### config.mk
export PLATFORM = sky130hd
export DESIGN_NAME = seq_detect_ctrl
export DESIGN_NICKNAME = d
export VERILOG_FILES = /design/src/rtl/seq_detect_ctrl.sv
export SDC_FILE = /design/constraint.sdc
export NUM_CORES = 1
export LEC_CHECK = 0
export BUFFER_PORTS_ARGS = -buffer_cell sky130_fd_sc_hd__buf_4
export CELL_PAD_IN_SITES_DETAIL_PLACEMENT = 1
export CELL_PAD_IN_SITES_GLOBAL_PLACEMENT = 1
export CORE_ASPECT_RATIO = 1.5
export CORE_MARGIN = 4
export CORE_UTILIZATION = 46
export DETAILED_ROUTE_END_ITERATION = 8
export HOLD_SLACK_MARGIN = 0.02
export PLACE_DENSITY_LB_ADDON = 0.1
export SETUP_SLACK_MARGIN = 0.5
export SYNTH_ARGS = -nofsm -noshare
export SYNTH_HDL_FRONTEND = slang
export SYNTH_SLANG_ARGS = --single-unit
export TNS_END_PERCENT = 1
### constraint.sdc
create_clock -name clk -period 4.07 [get_ports clk]
set_clock_uncertainty 0.05 [all_clocks]
set_input_delay 0.814 -clock clk [delete_from_list [all_inputs] [get_ports clk]]
set_output_delay 0.814 -clock clk [all_outputs]
set_load 0.02 [all_outputs]
### src/rtl/seq_detect_ctrl.sv
// Session controller: serializes a valid/ready byte stream MSB-first and counts
// matches of a programmable 1..PAT_MAX-bit pattern until a target count or abort.
module seq_detect_ctrl #(
  parameter  int PAT_MAX = 8,
  parameter  int CNT_W   = 8,
  localparam int LEN_W   = $clog2(PAT_MAX + 1)
) (
  input  logic               clk,
  input  logic               rst_n,
  input  logic [PAT_MAX-1:0] cfg_pattern,
  input  logic [LEN_W-1:0]   cfg_len,
  input  logic               cfg_overlap,
  input  logic [CNT_W-1:0]   cfg_target,
  input  logic               start,
  input  logic               abort,
  input  logic [7:0]         in_data,
  input  logic               in_valid,
  output logic               in_ready,
  output logic               busy,
  output logic               match_pulse,
  output logic [CNT_W-1:0]   match_count,
  output logic               done,
  output logic               err_cfg
);

  localparam int BL_W = 4;

  typedef enum logic {
    S_IDLE = 1'b0,
    S_RUN  = 1'b1
  } state_e;

  state_e             state_q, state_d;
  logic [PAT_MAX-1:0] pat_q, pat_d;
  logic [LEN_W-1:0]   len_q, len_d;
  logic               ovl_q, ovl_d;
  logic [CNT_W-1:0]   tgt_q, tgt_d;
  logic [7:0]         shreg_q, shreg_d;
  logic [BL_W-1:0]    bits_left_q, bits_left_d;
  logic [PAT_MAX-2:0] hist_q, hist_d;
  logic [LEN_W-1:0]   seen_q, seen_d;
  logic [CNT_W-1:0]   count_q, count_d;
  logic               match_q, match_d;
  logic               done_q, done_d;
  logic               err_q, err_d;

  logic               cur_bit;
  logic [PAT_MAX-1:0] window;
  logic [PAT_MAX-1:0] len_mask;
  logic [LEN_W:0]     seen_inc;
  logic [LEN_W-1:0]   seen_sat;
  logic [CNT_W-1:0]   count_inc;
  logic               hit;
  logic               accept;
  logic               cfg_bad;

  assign busy        = (state_q == S_RUN);
  assign in_ready    = (state_q == S_RUN) && (bits_left_q <= BL_W'(1));
  assign match_pulse = match_q;
  assign match_count = count_q;
  assign done        = done_q;
  assign err_cfg     = err_q;

  // Datapath terms shared by the matcher; window is the history plus the bit
  // being consumed this cycle, newest bit in position 0.
  assign cur_bit   = shreg_q[7];
  assign window    = {hist_q, cur_bit};
  assign len_mask  = ~({PAT_MAX{1'b1}} << len_q);
  assign seen_inc  = {1'b0, seen_q} + 1'b1;
  assign seen_sat  = (seen_inc > {1'b0, len_q}) ? len_q : seen_inc[LEN_W-1:0];
  assign count_inc = count_q + 1'b1;
  assign hit       = (seen_inc >= {1'b0, len_q}) && (((window ^ pat_q) & len_mask) == '0);
  assign accept    = in_valid && in_ready;
  assign cfg_bad   = (cfg_len == '0) || (cfg_len > LEN_W'(PAT_MAX)) || (cfg_target == '0);

  // NOTE: every *_d gets a default before any branch so no path leaves it
  // unassigned; otherwise synthesis infers a latch instead of a mux.
  always_comb begin
    state_d     = state_q;
    pat_d       = pat_q;
    len_d       = len_q;
    ovl_d       = ovl_q;
    tgt_d       = tgt_q;
    shreg_d     = shreg_q;
    bits_left_d = bits_left_q;
    hist_d      = hist_q;
    seen_d      = seen_q;
    count_d     = count_q;
    match_d     = 1'b0;
    done_d      = 1'b0;
    err_d       = 1'b0;

    unique case (state_q)
      S_IDLE: begin
        if (start) begin
          if (cfg_bad) begin
            err_d = 1'b1;
          end else begin
            pat_d       = cfg_pattern;
            len_d       = cfg_len;
            ovl_d       = cfg_overlap;
            tgt_d       = cfg_target;
            count_d     = '0;
            hist_d      = '0;
            seen_d      = '0;
            bits_left_d = '0;
            state_d     = S_RUN;
          end
        end
      end

      S_RUN: begin
        if (abort) begin
          // Abort wins over a match landing on the same edge.
          state_d     = S_IDLE;
          bits_left_d = '0;
        end else begin
          if (bits_left_q != '0) begin
            shreg_d     = shreg_q << 1;
            bits_left_d = bits_left_q - 1'b1;
            hist_d      = window[PAT_MAX-2:0];
            seen_d      = seen_sat;
            if (hit) begin
              match_d = 1'b1;
              count_d = count_inc;
              if (!ovl_q) seen_d = '0;
              if (count_inc == tgt_q) begin
                done_d      = 1'b1;
                state_d     = S_IDLE;
                bits_left_d = '0;
              end
            end
          end
          // A byte loaded on the final bit edge keeps the stream gap-free.
          if (accept && (state_d == S_RUN)) begin
            shreg_d     = in_data;
            bits_left_d = BL_W'(8);
          end
        end
      end

      default: state_d = S_IDLE;
    endcase
  end

  // NOTE: state registers use non-blocking assignments so every flop samples
  // its _d value from before the edge, independent of statement order.
  always_ff @(posedge clk or negedge rst_n) begin
    if (!rst_n) begin
      state_q     <= S_IDLE;
      pat_q       <= '0;
      len_q       <= '0;
      ovl_q       <= 1'b0;
      tgt_q       <= '0;
      shreg_q     <= '0;
      bits_left_q <= '0;
      hist_q      <= '0;
      seen_q      <= '0;
      count_q     <= '0;
      match_q     <= 1'b0;
      done_q      <= 1'b0;
      err_q       <= 1'b0;
    end else begin
      state_q     <= state_d;
      pat_q       <= pat_d;
      len_q       <= len_d;
      ovl_q       <= ovl_d;
      tgt_q       <= tgt_d;
      shreg_q     <= shreg_d;
      bits_left_q <= bits_left_d;
      hist_q      <= hist_d;
      seen_q      <= seen_d;
      count_q     <= count_d;
      match_q     <= match_d;
      done_q      <= done_d;
      err_q       <= err_d;
    end
  end

endmodule

## Word-level counts from Yosys, hierarchy flattened

Cells that the tools add are included.

- Add/subtract/negate cells: 3
- Multiply operators: 0
- Div/mod/pow operators: 0
- Magnitude comparators: 4
- Eq/ne operators: 7
- Shift-type cells: 1
- Multiplexer cells: 48
- Bitwise operators: 6
- Reduce and logical (&&, ||, !) cells: 16

Operator list:

| kind | count |
|---|---|
| $mux 8 | 7 |
| $mux 4 | 12 |
| $mux 7 | 4 |
| $mux 1 | 20 |
| $logic_not 8->1 | 2 |
| $pmux 4 s2 | 2 |
| $pmux 8 s2 | 1 |
| $pmux 7 s2 | 1 |
| $reduce_and 3->1 | 3 |
| $add 8x1->8 const B | 1 |
| $and 8x8->8 | 1 |
| $eq 8x8->1 | 1 |
| $not 8->8 | 1 |
| $shl 8x4->8 const A | 1 |
| $xor 8x8->8 | 1 |
| $ne 2x2->1 const B | 3 |
| $add 4x1->5 const B | 1 |
| $ge 5x4->1 | 1 |
| $gt 5x4->1 | 1 |
| $reduce_and 5->1 | 1 |
| $gt 4x4->1 const B | 1 |
| $le 4x1->1 const B | 1 |
| $logic_and 1x1->1 | 4 |
| $logic_not 4->1 | 1 |
| 9 further kinds | 13 |

- Bits in registers: 56
- Bits in latches: 0
- Bits in writable memories: 0
- Bits in read-only memories: 0
- Bits of input ports: 34
- Output and inout port bits: 13
- Word-level logic and storage cells: 98
- Memories kept: 0

## Depth between registers and ports, before layout

Gate-level depths: netlist of the first run.

- Depth in word-level cells: 13
- Depth in mapped cells: 11

## Worst setup path before layout of the first run

No wires, ideal clock.

- Path kind: flip-flop to flip-flop
- Start point: reg seen_q[0]
- End point: reg bits_left_q[3]
- Setup time: 0.137 ns
- Arrival time: 2.432 ns
- Required time: 3.883 ns
- Setup slack: 1.451 ns
- Cell stages (with the launch flop): 12
- Path buffers: 1
- Cells stage by stage: dfrtp_1 -> ha_1 -> xor2_1 -> ha_1 -> and3_1 -> a32oi_1 -> a2111oi_4 -> nand3_2 -> nand4b_4 -> buf_6 -> o21ai_2 -> o221ai_2

- Longest elaborated chain between the ends: 11

RTL lines:

| element | line | text |
|---|---|---|
| from (decl) | 41 | `logic [LEN_W-1:0] seen_q, seen_d;` |
| from (signal assigned) | 172 | `seen_q <= seen_d;` |
| $add 4x1->5 * | 69 | `assign seen_inc = {1'b0, seen_q} + 1'b1;` |
| $ge 5x4->1 * | 72 | `assign hit = (seen_inc >= {1'b0, len_q}) && (((window ^ pat_q) & len_mask) == '0);` |
| $logic_and 1x1->1 * | 72 |  |
| $mux 1 | 123 | `if (hit) begin` |
| $mux 1 | 118 | `if (bits_left_q != '0) begin` |
| $mux 1 | 113 | `if (abort) begin` |
| $mux 1 | 93 | `unique case (state_q)` |
| $logic_and 1x1->1 | 135 | `if (accept && (state_d == S_RUN)) begin` |
| $mux 4 | 135 |  |
| $mux 4 | 113 |  |
| $pmux 4 s2 | 93 |  |
| to (signal assigned) | 170 | `bits_left_q <= bits_left_d;` |
| to (decl) | 39 | `logic [BL_W-1:0] bits_left_q, bits_left_d;` |

Mark *: on every way between the ends. The rest lies on a longest branch, timed or not. The select of a mux whose other input is x is not followed.
A chain may end at the register's enable or synchronous reset.

## Worst setup path in the final report of the first run

- Start point: reg seen_q[0]
- End point: reg shreg_q[6]

- Longest elaborated chain between the ends: 10

RTL lines:

| element | line | text |
|---|---|---|
| $add 4x1->5 * | 69 |  |
| $ge 5x4->1 * | 72 |  |
| $logic_and 1x1->1 * | 72 |  |
| $mux 1 * | 123 |  |
| $mux 1 * | 118 |  |
| $mux 1 * | 113 |  |
| $mux 1 * | 93 |  |
| $logic_and 1x1->1 * | 135 |  |
| $reduce_bool 2->1 (no source line) | - |  |
| $reduce_and 3->1 (no source line) | - |  |
| to (signal assigned) | 169 | `shreg_q <= shreg_d;` |
| to (decl) | 38 | `logic [7:0] shreg_q, shreg_d;` |

Marked as above.

==> results.sh, run 1 <==
export IMPL_outcome="finished clean"
export IMPL_grt_max_degree=57
export IMPL_fmaxAchievable_mhz=327
export IMPL_netlist_area_um2=3170
export IMPL_fin_crit_sh_pct=75.1
export IMPL_die_y_um=110
export IMPL_powerDensity_nw_per_um2=523
export IMPL_core_um2=6620
export IMPL_slew_limit_headroom_pct=42.0
export IMPL_wl_per_cell_um=17.9
export IMPL_yosysSeqAreaShare_pct=44.2
export IMPL_numCtsBuffers=5
export IMPL_grt_first_pass_wirelength_um=14300
export IMPL_synth_edf_count=0
export IMPL_drt_iter0_markers=90
export IMPL_grt_pass1_vias=3003
export IMPL_yosys_cell_types_count=52
export IMPL_crit_required_ns=4.22
export IMPL_cts_resized=0
export IMPL_antenna_found_initial=0
export IMPL_ir_worst_vdd_mv=0.291
export IMPL_worst_path_max_fanout=18
export IMPL_postRouteAntennaNets=0
export IMPL_nets=447
export IMPL_cp_arrival_ns=3.21
export IMPL_synth_top_area_share_pct=44.2
export IMPL_grtUsageTotal_pct=22.3
export IMPL_most_common_layout_cells="nand2_1 (87), dfrtp_1 (56), buf_4 (50), nor2_1 (29), nor3_1 (26)"
export IMPL_synth_area_leaders="dfrtp_1 (44%), nand2_1 (10%), nor3_1 (4.1%), nor2_1 (3.4%), xnor2_1 (3.3%)"
export IMPL_worstSetupPathType="flip-flop to flip-flop"
export IMPL_whs_path_depth=2
export IMPL_die_area_um2=8310
export IMPL_synthArstFlopShare_pct=100
export IMPL_firstDrtPassIters=4
export IMPL_start_kind="flip-flop"
export IMPL_row_count=36
export IMPL_holdBufCountCts=0
export IMPL_ys_seq_elements=56
export IMPL_drc=0
export IMPL_avgSynthCellArea_um2=8.75
export IMPL_finalHoldViolCount=0
export IMPL_whs_ns=0.445
export IMPL_synth_warnings=0
export IMPL_wl_um=8640
export IMPL_min_from="ovl_q$_DFFE_PN0P_"
export IMPL_finalSetupViolCount=0
export IMPL_io_buffers=46
export IMPL_cts_sinks=56
export IMPL_tightestPinTransition_ns=0.868
export IMPL_final_max_slew_viol_count=0
export IMPL_initial_core_util_pct=47.9
export IMPL_routabilityCongestion=0.795
export IMPL_cts_root_buf="clkbuf_8"
export IMPL_cts_tree="done"
export IMPL_clock_latency_ns=0.31
export IMPL_r2r_cells=10
export IMPL_cap_violations=0
export IMPL_die_w_um=75.8
export IMPL_via_count=2802
export IMPL_crit_start="seen_q[0]$_DFFE_PN0P_"
export IMPL_clkTransAtPathRegs_ns=0.11
export IMPL_htree_levels=2
export IMPL_area_growth_pct=15.9
export IMPL_io_pins=47
export IMPL_num_antenna_cells=0
export IMPL_rsz0062_at_grt="no"
export IMPL_yosysTopAreaCell="dfrtp_1"
export IMPL_period_minus_slack_ns=3.06
export IMPL_syn_instance_count=362
export IMPL_drive_above_1_share_pct=18.7
export IMPL_hold_class="flip-flop to flip-flop"
export IMPL_hpwl_um=6480
export IMPL_cts_buffer_depth=2
export IMPL_fin_util_pct=55.5
export IMPL_power_leakage_nw=1.71
export IMPL_setup_tns_ns=0
export IMPL_grt_remaining_overflow=0
export IMPL_syn_nets=404
export IMPL_post_cts_buffers=0
export IMPL_synth_main_ff_cell="dfrtp_1"
export IMPL_final_common_cell="nand2_1"
export IMPL_endpoint_kind="flip-flop"
export IMPL_viasPerCell=5.81
export IMPL_rr_startpoint="seen_q[0]$_DFFE_PN0P_"
==> synthesized netlist by cell type, types with 3 or more instances <==
cell       instances
a211oi_2           7
a21oi_1           20
a31oi_1            3
a41o_1             3
clkbuf_1          12
dfrtp_1           56
ha_1               8
inv_1              7
nand2_1           87
nand3_1            8
nor2_1            29
nor2b_1            3
nor3_1            26
nor4_1             3
o21a_1             3
o21ai_0           20
o21ai_1            3
o2bb2ai_1          5
xnor2_1           12
xor2_1            11
==> where the power goes <==
| part | switching [mW] | internal, mW |
|---|---|---|
| Combinational | 0.475 | 0.321 |
| Clock | 0.197 | 0.123 |
| Sequential | 0.126 | 0.679 |
| Total | 0.798 | 1.12 |
==> metal layers <==
metal,GRT usage (%),wire (um),vias to the layer above
li1,-,-,1352
met1,26.0,3470,1389
met2,41.2,4780,51
met3,2.74,271,10
met4,6.13,116,0
met5,0,0,-
==> cells by family after synthesis <==
group,synth area share (%)
xor gates and xnor gates,6.36
adders and majority gates,3.16
buffers and inverters,2.88
AOI/OAI and AO/OA,18.2
DFF,44.2
and+or+nand+nor,24.6
muxes,0.671
==> area by class of cell <==
class,count,area (um2)
fill,821,2950
multi-input combinational,284,1680
sequential,56,1400
timing repair buffer,50,375
tap,76,95.1
clock buffer,5,68.8
inverter,8,31.3
clock inverter,3,23.8
==> state kept, by name, indices dropped and copies added (netlist names) <==
| name | count |
|---|---|
| match_count | 8 |
| len_q | 4 |
| done | 1 |
| tgt_q | 8 |
| ovl_q | 1 |
| err_cfg | 1 |
| seen_q | 4 |
| busy | 1 |
| shreg_q | 8 |
| hist_q | 7 |
| bits_left_q | 4 |
| match_pulse | 1 |
| pat_q | 8 |
==> worst max-delay path: stages, from the launching register on <==
cell and delay [ns]:
dfrtp_1 0.43, ha_1 0.26, xor2_1 0.18, ha_1 0.33, and3_1 0.20, a32oi_1 0.09
a2111oi_4 0.42, nand3_2 0.12, nand4b_4 0.40, nor3_1 0.36, a211oi_2 0.08
==> through the flow <==
step / instance area (um2) / setup slack, ns / power [mW] / cells
2_1_floorplan: 3170 / 1.45 / 1.37 / 362
3_3_place_gp: 3580 / 1.15 / 1.57 / 474
3_5_place_dp: 3580 / 1.02 / 1.61 / 474
4_1_cts: 3670 / 1.02 / 1.93 / 482
5_1_grt: 3670 / 0.779 / 2.06 / 482
6_report: 3670 / 1.01 / 1.92 / 482
==> final timing paths <==
kind | end | slack (ns)
setup / recovery | shreg_q[6]$_DFFE_PN0P_ | 1.01
hold / removal | ovl_q$_DFFE_PN0P_ | 0.44
setup reg to reg | shreg_q[6]$_DFFE_PN0P_ | 1.01
hold reg to reg | ovl_q$_DFFE_PN0P_ | 0.44
max in group asynchronous | match_count[5]$_DFFE_PN0P_ | 3.00
min in group asynchronous | len_q[2]$_DFFE_PN0P_ | 0.49
Power figures use the tool's default switching activity.
==> inputs of run 2 (changes only) <==
--- a/config.mk
+++ b/config.mk
@@ -10,7 +10,7 @@
 export CELL_PAD_IN_SITES_GLOBAL_PLACEMENT = 1
 export CORE_ASPECT_RATIO = 1.5
 export CORE_MARGIN = 4
-export CORE_UTILIZATION = 46
+export CORE_UTILIZATION = 39
 export DETAILED_ROUTE_END_ITERATION = 8
 export HOLD_SLACK_MARGIN = 0.02
 export PLACE_DENSITY_LB_ADDON = 0.1
==> constraint.sdc (replaced) <==
create_clock -name clk -period 2.8 [get_ports clk]
set_clock_uncertainty 0.05 [all_clocks]
set_input_delay 0.56 -clock clk [delete_from_list [all_inputs] [get_ports clk]]
set_output_delay 0.56 -clock clk [all_outputs]
set_load 0.02 [all_outputs]
==> results.sh, run 2 (same netlist as run 1, synthesis figures left out) <==
export IMPL_ir_worst_vdd_mv=0.474
export IMPL_hpwl_um=6720
export IMPL_cts_root_buf="clkbuf_16"
export IMPL_numCtsBuffers=5
export IMPL_grtUsageTotal_pct=20.2
export IMPL_hold_class="input port to async pin"
export IMPL_grt_max_degree=57
export IMPL_initial_core_util_pct=39.8
export IMPL_ff_latch_area_um2=1400
export IMPL_io_pins=47
export IMPL_num_antenna_cells=0
export IMPL_crit_family="compound AO/OA/AOI/OAI gates"
export IMPL_cap_violations=0
export IMPL_grt_pass1_vias=3188
export IMPL_final_common_cell="nand2_1"
export IMPL_die_y_um=118
export IMPL_final_cells=534
export IMPL_crit_buf_inv=3
export IMPL_nets=470
export IMPL_most_common_layout_cells="nand2_1 (86), buf_4 (69), dfrtp_1 (55), nor2_1 (27)"
export IMPL_endpoint_kind="flip-flop"
export IMPL_cts_tree="done"
export IMPL_multi_input_area_um2=1790
export IMPL_crit_required_ns=2.94
export IMPL_finalHoldViolCount=0
export IMPL_start_kind="flip-flop"
export IMPL_grt_first_pass_wirelength_um=15300
export IMPL_period_minus_slack_ns=2.70
export IMPL_preCtsSetupSlack_ns=0.0250
export IMPL_firstDrtPassIters=4
export IMPL_r2r_slack_ns=0.1
export IMPL_cp_arrival_ns=2.84
export IMPL_path_cells="ha_2, xor2_2, ha_1, and3_4, a32oi_4, a2111oi_4, buf_4, nand4_4, clkinv_4, buf_12, a41o_1, nor2_1"
export IMPL_htree_levels=2
export IMPL_clkTransAtPathRegs_ns=0.07
export IMPL_setup_ws_ns=0.0990
export IMPL_dp_cells=521
export IMPL_wl_um=8900
export IMPL_fillers=942
export IMPL_outcome="finished clean"
export IMPL_tightestPinTransition_ns=0.732
export IMPL_rsz0062_at_grt="yes"
export IMPL_slew_limit_headroom_pct=51.2
export IMPL_die_area_um2=9660
export IMPL_clock_latency_ns=0.30
export IMPL_power_leakage_nw=1.86
export IMPL_powerDensity_nw_per_um2=784
export IMPL_critPathSlowestCell="dfrtp_1"
export IMPL_io_buffers=46
export IMPL_antenna_found_initial=0
export IMPL_area_growth_pct=29.6
export IMPL_core_um2=7960
export IMPL_finalSetupViolCount=0
export IMPL_routabilityCongestion=0.857
export IMPL_wl_per_cell_um=16.7
export IMPL_max_stage_delay_ns=0.40
export IMPL_drt_iter0_markers=77
export IMPL_die_w_um=81.6
export IMPL_drc=0
export IMPL_worstSetupPathType="flip-flop to flip-flop"
export IMPL_row_count=40
export IMPL_viasPerCell=5.34
export IMPL_drive_above_1_share_pct=27.3
export IMPL_final_max_slew_viol_count=0
export IMPL_grt_remaining_overflow=0
export IMPL_cts_buffer_depth=2
export IMPL_worst_path_max_fanout=5
export IMPL_postRouteAntennaNets=0
export IMPL_via_count=2854
export IMPL_cts_sinks=56
export IMPL_fin_crit_sh_pct=96.5
export IMPL_fmaxAchievable_mhz=370
[run 2: cell types whose count changed in the layout (fill, tap and decap cells not counted), moves of 5 or more]
cell,previous run,this run
buf_4,50,69
clkbuf_16,0,5
clkbuf_8,5,0
nor3_1,26,19
nor3_2,0,7
[run 2: repair_timing]
action	4_1_cts	5_1_grt
pin swaps	0	11
buffers inserted	3	2
gates cloned	0	0
hold buffers	0	0
setup endpoints to repair	27	48
resized for setup	4	22
[run 2: metrics by stage]
| stage | cell area, um2 | setup TNS, ns | util [%] | hold slack, ns | total power [mW] |
|---|---|---|---|---|---|
| floorplan | 3180 | 0 | - | 0.214 | 2.00 |
| global placement | 3760 | 0 | 47.2 | 0.416 | 2.38 |
| detailed placement | 3760 | 0 | 47.2 | 0.423 | 2.41 |
| CTS | 3990 | 0 | 50.2 | 0.300 | 3.16 |
| global route | 4110 | -0.213 | 51.6 | 0.317 | 3.46 |
| finish | 4110 | 0 | 51.6 | 0.247 | 3.22 |
[run 2: cell type report]
type                       count  area share (%)
timing repair buffer          73            14.1
sequential                    56            34.2
clock inverter                 2           0.853
multi-input combinational    284            43.7
inverter                       8           0.853
clock buffer                   6            3.14
tap                          105            3.20
[run 2: path summary, 6_finish.rpt]
kind,from,end,cells past startpoint
setup / recovery,seen_q[1]$_DFFE_PN0P_,match_count[6]$_DFFE_PN0P_,12
hold / removal,rst_n,len_q[1]$_DFFE_PN0P_,1
setup reg to reg,seen_q[1]$_DFFE_PN0P_,match_count[6]$_DFFE_PN0P_,12
hold reg to reg,tgt_q[1]$_DFFE_PN0P_,tgt_q[1]$_DFFE_PN0P_,2
max in group asynchronous,rst_n,pat_q[4]$_DFFE_PN0P_,1
min in group clk,cfg_pattern[0],pat_q[0]$_DFFE_PN0P_,3
[run 2: power by group]
group | internal [mW] | total [mW] | switching [mW]
clock network | 0.422 | 0.720 | 0.298
registers | 0.989 | 1.18 | 0.193
logic | 0.575 | 1.32 | 0.743
total | 1.99 | 3.22 | 1.23
[run 2: per-layer routing]
metal | up-vias | share of wire (%) | GRT usage [%]
li1 | 1388 | - | -
met1 | 1421 | 39 | 22.5
met2 | 35 | 57 | 38.2
met3 | 10 | 2.6 | 3.20
met4 | 0 | 1.5 | 5.20
met5 | - | 0 | 0
